[config.mk]
export PLATFORM = sky130hd
export DESIGN_NAME = display_scheduler
export DESIGN_NICKNAME = d
export VERILOG_FILES = /design/src/rtl/display_scheduler.sv
export SDC_FILE = /design/constraint.sdc
export NUM_CORES = 1
export LEC_CHECK = 0
export ABC_AREA = 1
export BUFFER_PORTS_ARGS = -buffer_cell sky130_fd_sc_hd__buf_2
export CORE_MARGIN = 10
export CORE_UTILIZATION = 35
export CTS_CLUSTER_DIAMETER = 50
export DETAILED_ROUTE_END_ITERATION = 10
export GPL_ROUTABILITY_DRIVEN = 0
export PLACE_DENSITY = 0.53
export SLEW_MARGIN = 40
export SYNTH_ARGS = -nofsm -noshare
export SYNTH_HDL_FRONTEND = slang
export SYNTH_SLANG_ARGS = --single-unit
[constraint.sdc]
create_clock -name clk -period 4.7 [get_ports clk]
set_input_delay 1.175 -clock clk [delete_from_list [all_inputs] [get_ports clk]]
set_output_delay 1.175 -clock clk [all_outputs]
set_load 0.1 [all_outputs]
[src/rtl/display_scheduler.sv]
// display_scheduler: chooses what the 4-digit seven-segment driver shows.
// It shows the live score during play. After game over it alternates between
// the final score and the high score. A timed alert value pre-empts both.
// Each value is held for a whole slot and clamped to 0..9999.
module display_scheduler #(
   parameter int DWELL_CYCLES = 100_000_000,
   parameter int ALERT_CYCLES = 200_000_000,
   parameter int BLINK_CYCLES = 25_000_000
) (
   input  logic        clk,
   input  logic        rst_n,
   input  logic [15:0] score,
   input  logic [15:0] hiscore,
   input  logic        game_over,
   input  logic        alert_req,
   input  logic [15:0] alert_value,
   output logic [15:0] disp_value,
   output logic        disp_blank,
   output logic [1:0]  disp_src,
   output logic        slot_start
);

   localparam int MAXP_DA = (DWELL_CYCLES > ALERT_CYCLES) ? DWELL_CYCLES : ALERT_CYCLES;
   localparam int MAXP    = (MAXP_DA > BLINK_CYCLES) ? MAXP_DA : BLINK_CYCLES;
   localparam int CW      = (MAXP > 1) ? $clog2(MAXP) : 1;

   localparam logic [CW-1:0] DWELL_TC = CW'(DWELL_CYCLES - 1);
   localparam logic [CW-1:0] ALERT_TC = CW'(ALERT_CYCLES - 1);
   localparam logic [CW-1:0] BLINK_TC = CW'(BLINK_CYCLES - 1);
   localparam logic [CW-1:0] CNT_ONE  = CW'(1);
   localparam logic [CW-1:0] CNT_ZERO = CW'(0);

   typedef enum logic [1:0] {
      PLAY     = 2'd0,
      GO_SCORE = 2'd1,
      GO_HI    = 2'd2,
      ALERT    = 2'd3
   } state_t;

   state_t        state_r, state_s;
   logic [CW-1:0] dwell_r, dwell_s;
   logic [CW-1:0] alert_r, alert_s;
   logic [CW-1:0] blink_r, blink_s;
   logic [15:0]   s_val_r, s_val_s;
   logic [15:0]   h_val_r, h_val_s;
   logic [15:0]   a_val_r, a_val_s;
   logic          record_r, record_s;
   logic [15:0]   value_s;
   logic          blank_s;
   logic [1:0]    src_s;
   logic          slot_s;
   logic          go_alert_s, go_score_s, go_hi_s, go_play_s;

   // Limit a binary value to what four decimal digits can show
   function automatic logic [15:0] clamp(input logic [15:0] x);
      return (x > 16'd9999) ? 16'd9999 : x;
   endfunction

   // Next-state selection followed by next-output and counter computation
   always_comb begin
      state_s    = state_r;
      dwell_s    = dwell_r;
      alert_s    = alert_r;
      blink_s    = blink_r;
      s_val_s    = s_val_r;
      h_val_s    = h_val_r;
      a_val_s    = a_val_r;
      record_s   = record_r;
      value_s    = disp_value;
      blank_s    = 1'b0;
      src_s      = disp_src;
      slot_s     = 1'b0;
      go_alert_s = 1'b0;
      go_score_s = 1'b0;
      go_hi_s    = 1'b0;
      go_play_s  = 1'b0;

      // Event priority: alert request, then game_over change, then terminal count
      case (state_r)
         PLAY: begin
            if (alert_req)      go_alert_s = 1'b1;
            else if (game_over) go_score_s = 1'b1;
            else                go_play_s  = 1'b0;
         end
         GO_SCORE: begin
            if (alert_req)                go_alert_s = 1'b1;
            else if (!game_over)          go_play_s  = 1'b1;
            else if (dwell_r == DWELL_TC) go_hi_s    = 1'b1;
            else                          go_hi_s    = 1'b0;
         end
         GO_HI: begin
            if (alert_req)                go_alert_s = 1'b1;
            else if (!game_over)          go_play_s  = 1'b1;
            else if (dwell_r == DWELL_TC) go_score_s = 1'b1;
            else                          go_score_s = 1'b0;
         end
         ALERT: begin
            if (alert_req) go_alert_s = 1'b1;
            else if (alert_r == ALERT_TC) begin
               if (game_over) go_score_s = 1'b1;
               else           go_play_s  = 1'b1;
            end else go_play_s = 1'b0;
         end
         default: go_play_s = 1'b1;
      endcase

      if (go_alert_s) begin
         state_s = ALERT;
         a_val_s = clamp(alert_value);
         value_s = clamp(alert_value);
         src_s   = 2'd2;
         slot_s  = 1'b1;
         dwell_s = CNT_ZERO;
         alert_s = CNT_ZERO;
         blink_s = CNT_ZERO;
      end else if (go_score_s) begin
         // The score / high-score pair is captured once per GO_SCORE entry
         state_s  = GO_SCORE;
         s_val_s  = clamp(score);
         h_val_s  = clamp(hiscore);
         record_s = (clamp(score) >= clamp(hiscore));
         value_s  = clamp(score);
         src_s    = 2'd0;
         slot_s   = 1'b1;
         dwell_s  = CNT_ZERO;
         alert_s  = CNT_ZERO;
         blink_s  = CNT_ZERO;
      end else if (go_hi_s) begin
         state_s = GO_HI;
         value_s = h_val_r;
         src_s   = 2'd1;
         slot_s  = 1'b1;
         dwell_s = CNT_ZERO;
         blink_s = CNT_ZERO;
      end else if (go_play_s) begin
         state_s = PLAY;
         value_s = clamp(score);
         src_s   = 2'd0;
         slot_s  = 1'b1;
         dwell_s = CNT_ZERO;
         alert_s = CNT_ZERO;
         blink_s = CNT_ZERO;
      end else begin
         case (state_r)
            PLAY:     value_s = clamp(score);
            GO_SCORE: dwell_s = dwell_r + CNT_ONE;
            GO_HI: begin
               dwell_s = dwell_r + CNT_ONE;
               if (blink_r == BLINK_TC) begin
                  blink_s = CNT_ZERO;
                  blank_s = record_r ? ~disp_blank : 1'b0;
               end else begin
                  blink_s = blink_r + CNT_ONE;
                  blank_s = disp_blank;
               end
            end
            ALERT:    alert_s = alert_r + CNT_ONE;
            default:  value_s = disp_value;
         endcase
      end
   end

   // State, counters, latched values and registered outputs
   always_ff @(posedge clk) begin
      if (!rst_n) begin
         state_r    <= PLAY;
         dwell_r    <= CNT_ZERO;
         alert_r    <= CNT_ZERO;
         blink_r    <= CNT_ZERO;
         s_val_r    <= 16'd0;
         h_val_r    <= 16'd0;
         a_val_r    <= 16'd0;
         record_r   <= 1'b0;
         disp_value <= 16'd0;
         disp_blank <= 1'b0;
         disp_src   <= 2'd0;
         slot_start <= 1'b0;
      end else begin
         state_r    <= state_s;
         dwell_r    <= dwell_s;
         alert_r    <= alert_s;
         blink_r    <= blink_s;
         s_val_r    <= s_val_s;
         h_val_r    <= h_val_s;
         a_val_r    <= a_val_s;
         record_r   <= record_s;
         disp_value <= value_s;
         disp_blank <= blank_s;
         disp_src   <= src_s;
         slot_start <= slot_s;
      end
   end

endmodule

==> results_dict.tcl <==
set metrics [dict create \
    grt_start_max_net_pins 43 \
    setup_viol 0 \
    skew_ps 11.2 \
    crit_chain "buf_2 > nor4_1 > o21ai_0 > nand2_1 > nand3_1 > or2_2 > ha_1 > inv_1 > a21oi_1 > o21ai_0 > nand2_1 > o211ai_1 > nand2_1 > nand3_1 > nand2_1 > a21oi_1" \
    synth_cells 1101 \
    worstPathArrival_ps 3350 \
    peakVddDrop_mv 0.228 \
    fp.dieArea_um2 27100 \
    hold_viol 0 \
    cts_resized 0 \
    numPortBuffers 71 \
    fp.coreArea_um2 20400 \
    crit_type "in -> reg" \
    fillers 2232 \
    hpwlAfterDp_um 15400 \
    die_y_um 165 \
    cp.depth 16 \
    gr-total-overflow 0 \
    slew_violations 0 \
    initial_core_util_pct 35.9 \
    end_kind "register" \
    critPathLaunchType "input port" \
    cp_max_fo 9 \
    antenna_found_initial 0 \
    cpMostUsedCell "nand2_1" \
    drt-total-wl_um 20400 \
    crit_family "simple AND/OR/NAND/NOR gates" \
    relSlewSlack_pct 51.6 \
    path_buf_inv 2 \
    firstDrtPassIters 5 \
    drt_iter0_drc 406 \
    cp-startpoint "hiscore[7]" \
    synth.area.top_cells "dfxtp_1 (34%), nand2_1 (12%), nor2_1 (9.4%), inv_1 (7.0%), a21oi_1 (4.2%)" \
    cp_slowest_cell "or2_2" \
    postCtsHoldBufs 0 \
    synthMuxAreaShare_pct 0 \
    placedCellCount 1413 \
    synth_flop_cell "dfxtp_1" \
    p_clk_share_pct 49.9 \
    final_cells 1445 \
    gr-usage-met3_pct 3.86 \
    avgSynthCellArea_um2 6.66 \
    syn2layout_area_growth_pct 15.3 \
    clkTransAtPathRegs_ps 60 \
    ys_ff_latch 123 \
    power.switching_w 0.000759 \
    tightestPinTransition_ps 720 \
    synth_edf_count 0 \
    n_antenna_cell 0 \
    r2r_cells 14 \
    tritoncts "done" \
    cap_violations 0 \
    dr_total_vias 6976 \
    fp.dieW_um 165 \
    cp.required_ps 5040 \
    p_int_w 0.00204 \
    period_needed_ps 3010 \
    rows 52 \
    synth_top_family_by_area "simple AND/OR/NAND/NOR gates" \
    synth-simple-area-share_pct 39.4 \
    min_period_over_period_pct 64.0 \
    synthArstFlopShare_pct 0 \
    track_usage_pct 15.6 \
    timing.fmax_mhz 332 \
    swShare_pct 27.1 \
    p_leak_nw 3.39 \
    yosys_warnings 0 \
    drc 0 \
    pwr_density_cell_nw_per_um2 331 \
    use_met2_pct 25.6 \
    clock_path_buffers 2 \
    synthXorXnorAreaFrac_pct 5.38 \
    r2r_slack_ps 1980 \
    p_seq_share_pct 38.7 \
    cpPeakStageDelay_ps 380 \
    synth_compound_area_share_pct 7.51 \
    cts_setup_buffers 0 \
    syn-cell-area_um2 7330 \
    synth_fa_ha_area_share_pct 3.93 \
    p_comb_share_pct 11.4 \
    clkLatencyLatePin_ps 420 \
    vias_per_cell 4.83 \
    drtAntennaViolNets 0 \
    synth.distinct_cells 46 \
    fin_nets 1237 \
    grt_pass1_vias 6914 \
    yosysTopAreaCell "dfxtp_1" \
    wl_per_cell_um 14.1 \
    use_met1_pct 19.9 \
    setup_tns_ps 0 \
    grt_pass1_wl_um 34400 \
    layout-drive-gt1-share_pct 12.0 \
    io-pin-count 72 \
    cts-htree-levels 4 \
    r2r_start "alert_r[1]$_SDFFE_PP0P_" \
    cts_root_buf "clkbuf_16" \
    outcome "completed" \
    rsz0062_at_grt "false" \
    hold_class "reg -> reg" \
    synth.top_cell.area_share_pct 33.6 \
    top_usage_layer "met2" \
    cp-endpoint "record_r$_SDFFE_PN0P_" \
    yosysSeqAreaShare_pct 33.6 \
    r2r-end "disp_value[12]$_SDFFE_PN0P_" \
    cts_num_sinks 123 \
    cts_made_buffers 17 \
]
## layout by cell type (no fill, tap or decap), types with 2 or more instances in the layout
cell,Yosys,final
nand2_1,236,236
nor4_1,17,16
inv_1,136,136
xor2_1,34,34
buf_2,9,71
clkinvlp_4,0,3
nand3_1,58,58
nor2_2,4,4
ha_1,23,23
clkinv_2,0,4
nor2_1,184,184
inv_2,3,3
nor4_2,1,2
a21oi_1,62,62
conb_1,2,4
nor3b_1,13,13
nand3_2,2,2
clkbuf_1,6,2
dfxtp_1,123,123
nand2_2,9,9
nand3b_1,5,5
bufinv_16,0,4
clkbuf_16,0,17
nand4_1,40,40
or2_2,6,6
nor3b_2,6,6
nor3_1,39,39
o22ai_1,2,2
and3_1,3,3
xnor2_1,11,11
o21ai_0,34,34
## per-stage QoR
stage / instance area [um2] / setup WS [ps] / hold slack (ps) / util (%) / power [W]
6_report: 8450 / 1690 / 437 / 41.4 / 0.00280
5_1_grt: 8450 / 1500 / 471 / 41.4 / 0.00290
4_1_cts: 8440 / 1710 / 439 / 41.3 / 0.00282
3_5_place_dp: 7830 / 1280 / 428 / 38.3 / 0.00143
3_3_place_gp: 7830 / 1340 / 421 / 38.3 / 0.00143
2_1_floorplan: 7340 / 1780 / 415 / - / 0.00135
## cell usage after synthesis (17+ instances only)
library cell / instances
nand2_1: 236
nor2_1: 184
inv_1: 136
dfxtp_1: 123
a21oi_1: 62
nand3_1: 58
nand4_1: 40
nor3_1: 39
o21ai_0: 34
xor2_1: 34
ha_1: 23
nor4_1: 17
## worst min-delay path: stages, from the launching register on
cell	delay (ps)
dfxtp_1	310
nand2_1	50
nor2_1	40
## per-layer routing
layer  vias to the layer above  part of all wire (%)
met4                         0                   1.2
met2                       123                    47
met1                      3171                    48
met3                        16                   3.8
met5                         -                     0
li1                       3666                     -
## flip-flops by register name, summed over array words and instances, names as in the netlist
name        flops
disp_src        2
h_val_r        16
record_r        1
alert_r        28
dwell_r        28
blink_r        28
disp_value     16
slot_start      1
disp_blank      1
state_r         2
## cells by family after synthesis
family	after synthesis
and+or+nand+nor	631
buffers and inverters	172
DFF	123
adders and majority gates	23
AOI/OAI and AO/OA	105
other	2
xor gates and xnor gates	45
## worst min path at each step
stage	startpoint	endpoint	cells past startpoint
after global placement	h_val_r[14]$_SDFFE_PN0P_	h_val_r[14]$_SDFFE_PN0P_	2
final	h_val_r[14]$_SDFFE_PN0P_	h_val_r[14]$_SDFFE_PN0P_	2
after global routing	h_val_r[14]$_SDFFE_PN0P_	h_val_r[14]$_SDFFE_PN0P_	2
after CTS	h_val_r[14]$_SDFFE_PN0P_	h_val_r[14]$_SDFFE_PN0P_	2
after floorplan	h_val_r[14]$_SDFFE_PN0P_	h_val_r[14]$_SDFFE_PN0P_	2
after detailed placement	h_val_r[15]$_SDFFE_PN0P_	h_val_r[15]$_SDFFE_PN0P_	2
## power by group through the flow
stage	combinational, W	sequential [W]	clock (W)
floorplan	0.000154	0.00119	0
global placement	0.000320	0.00111	0
detailed placement	0.000320	0.00110	0
CTS	0.000321	0.00108	0.00142
global route	0.000351	0.00109	0.00146
finish	0.000319	0.00108	0.00140
## area by class of cell
| cell class | count | area, um2 | area share, % |
|---|---|---|---|
| clock inverters | 12 | 171 | 2.03 |
| repair buffers | 72 | 363 | 4.29 |
| well taps | 270 | 338 | 4.00 |
| flip-flops and latches | 123 | 2460 | 29.1 |
| inverters | 140 | 528 | 6.25 |
| clock buffers | 20 | 447 | 5.29 |
| multi-input cells | 808 | 4140 | 49.0 |
(Power assumes the default switching activity.)
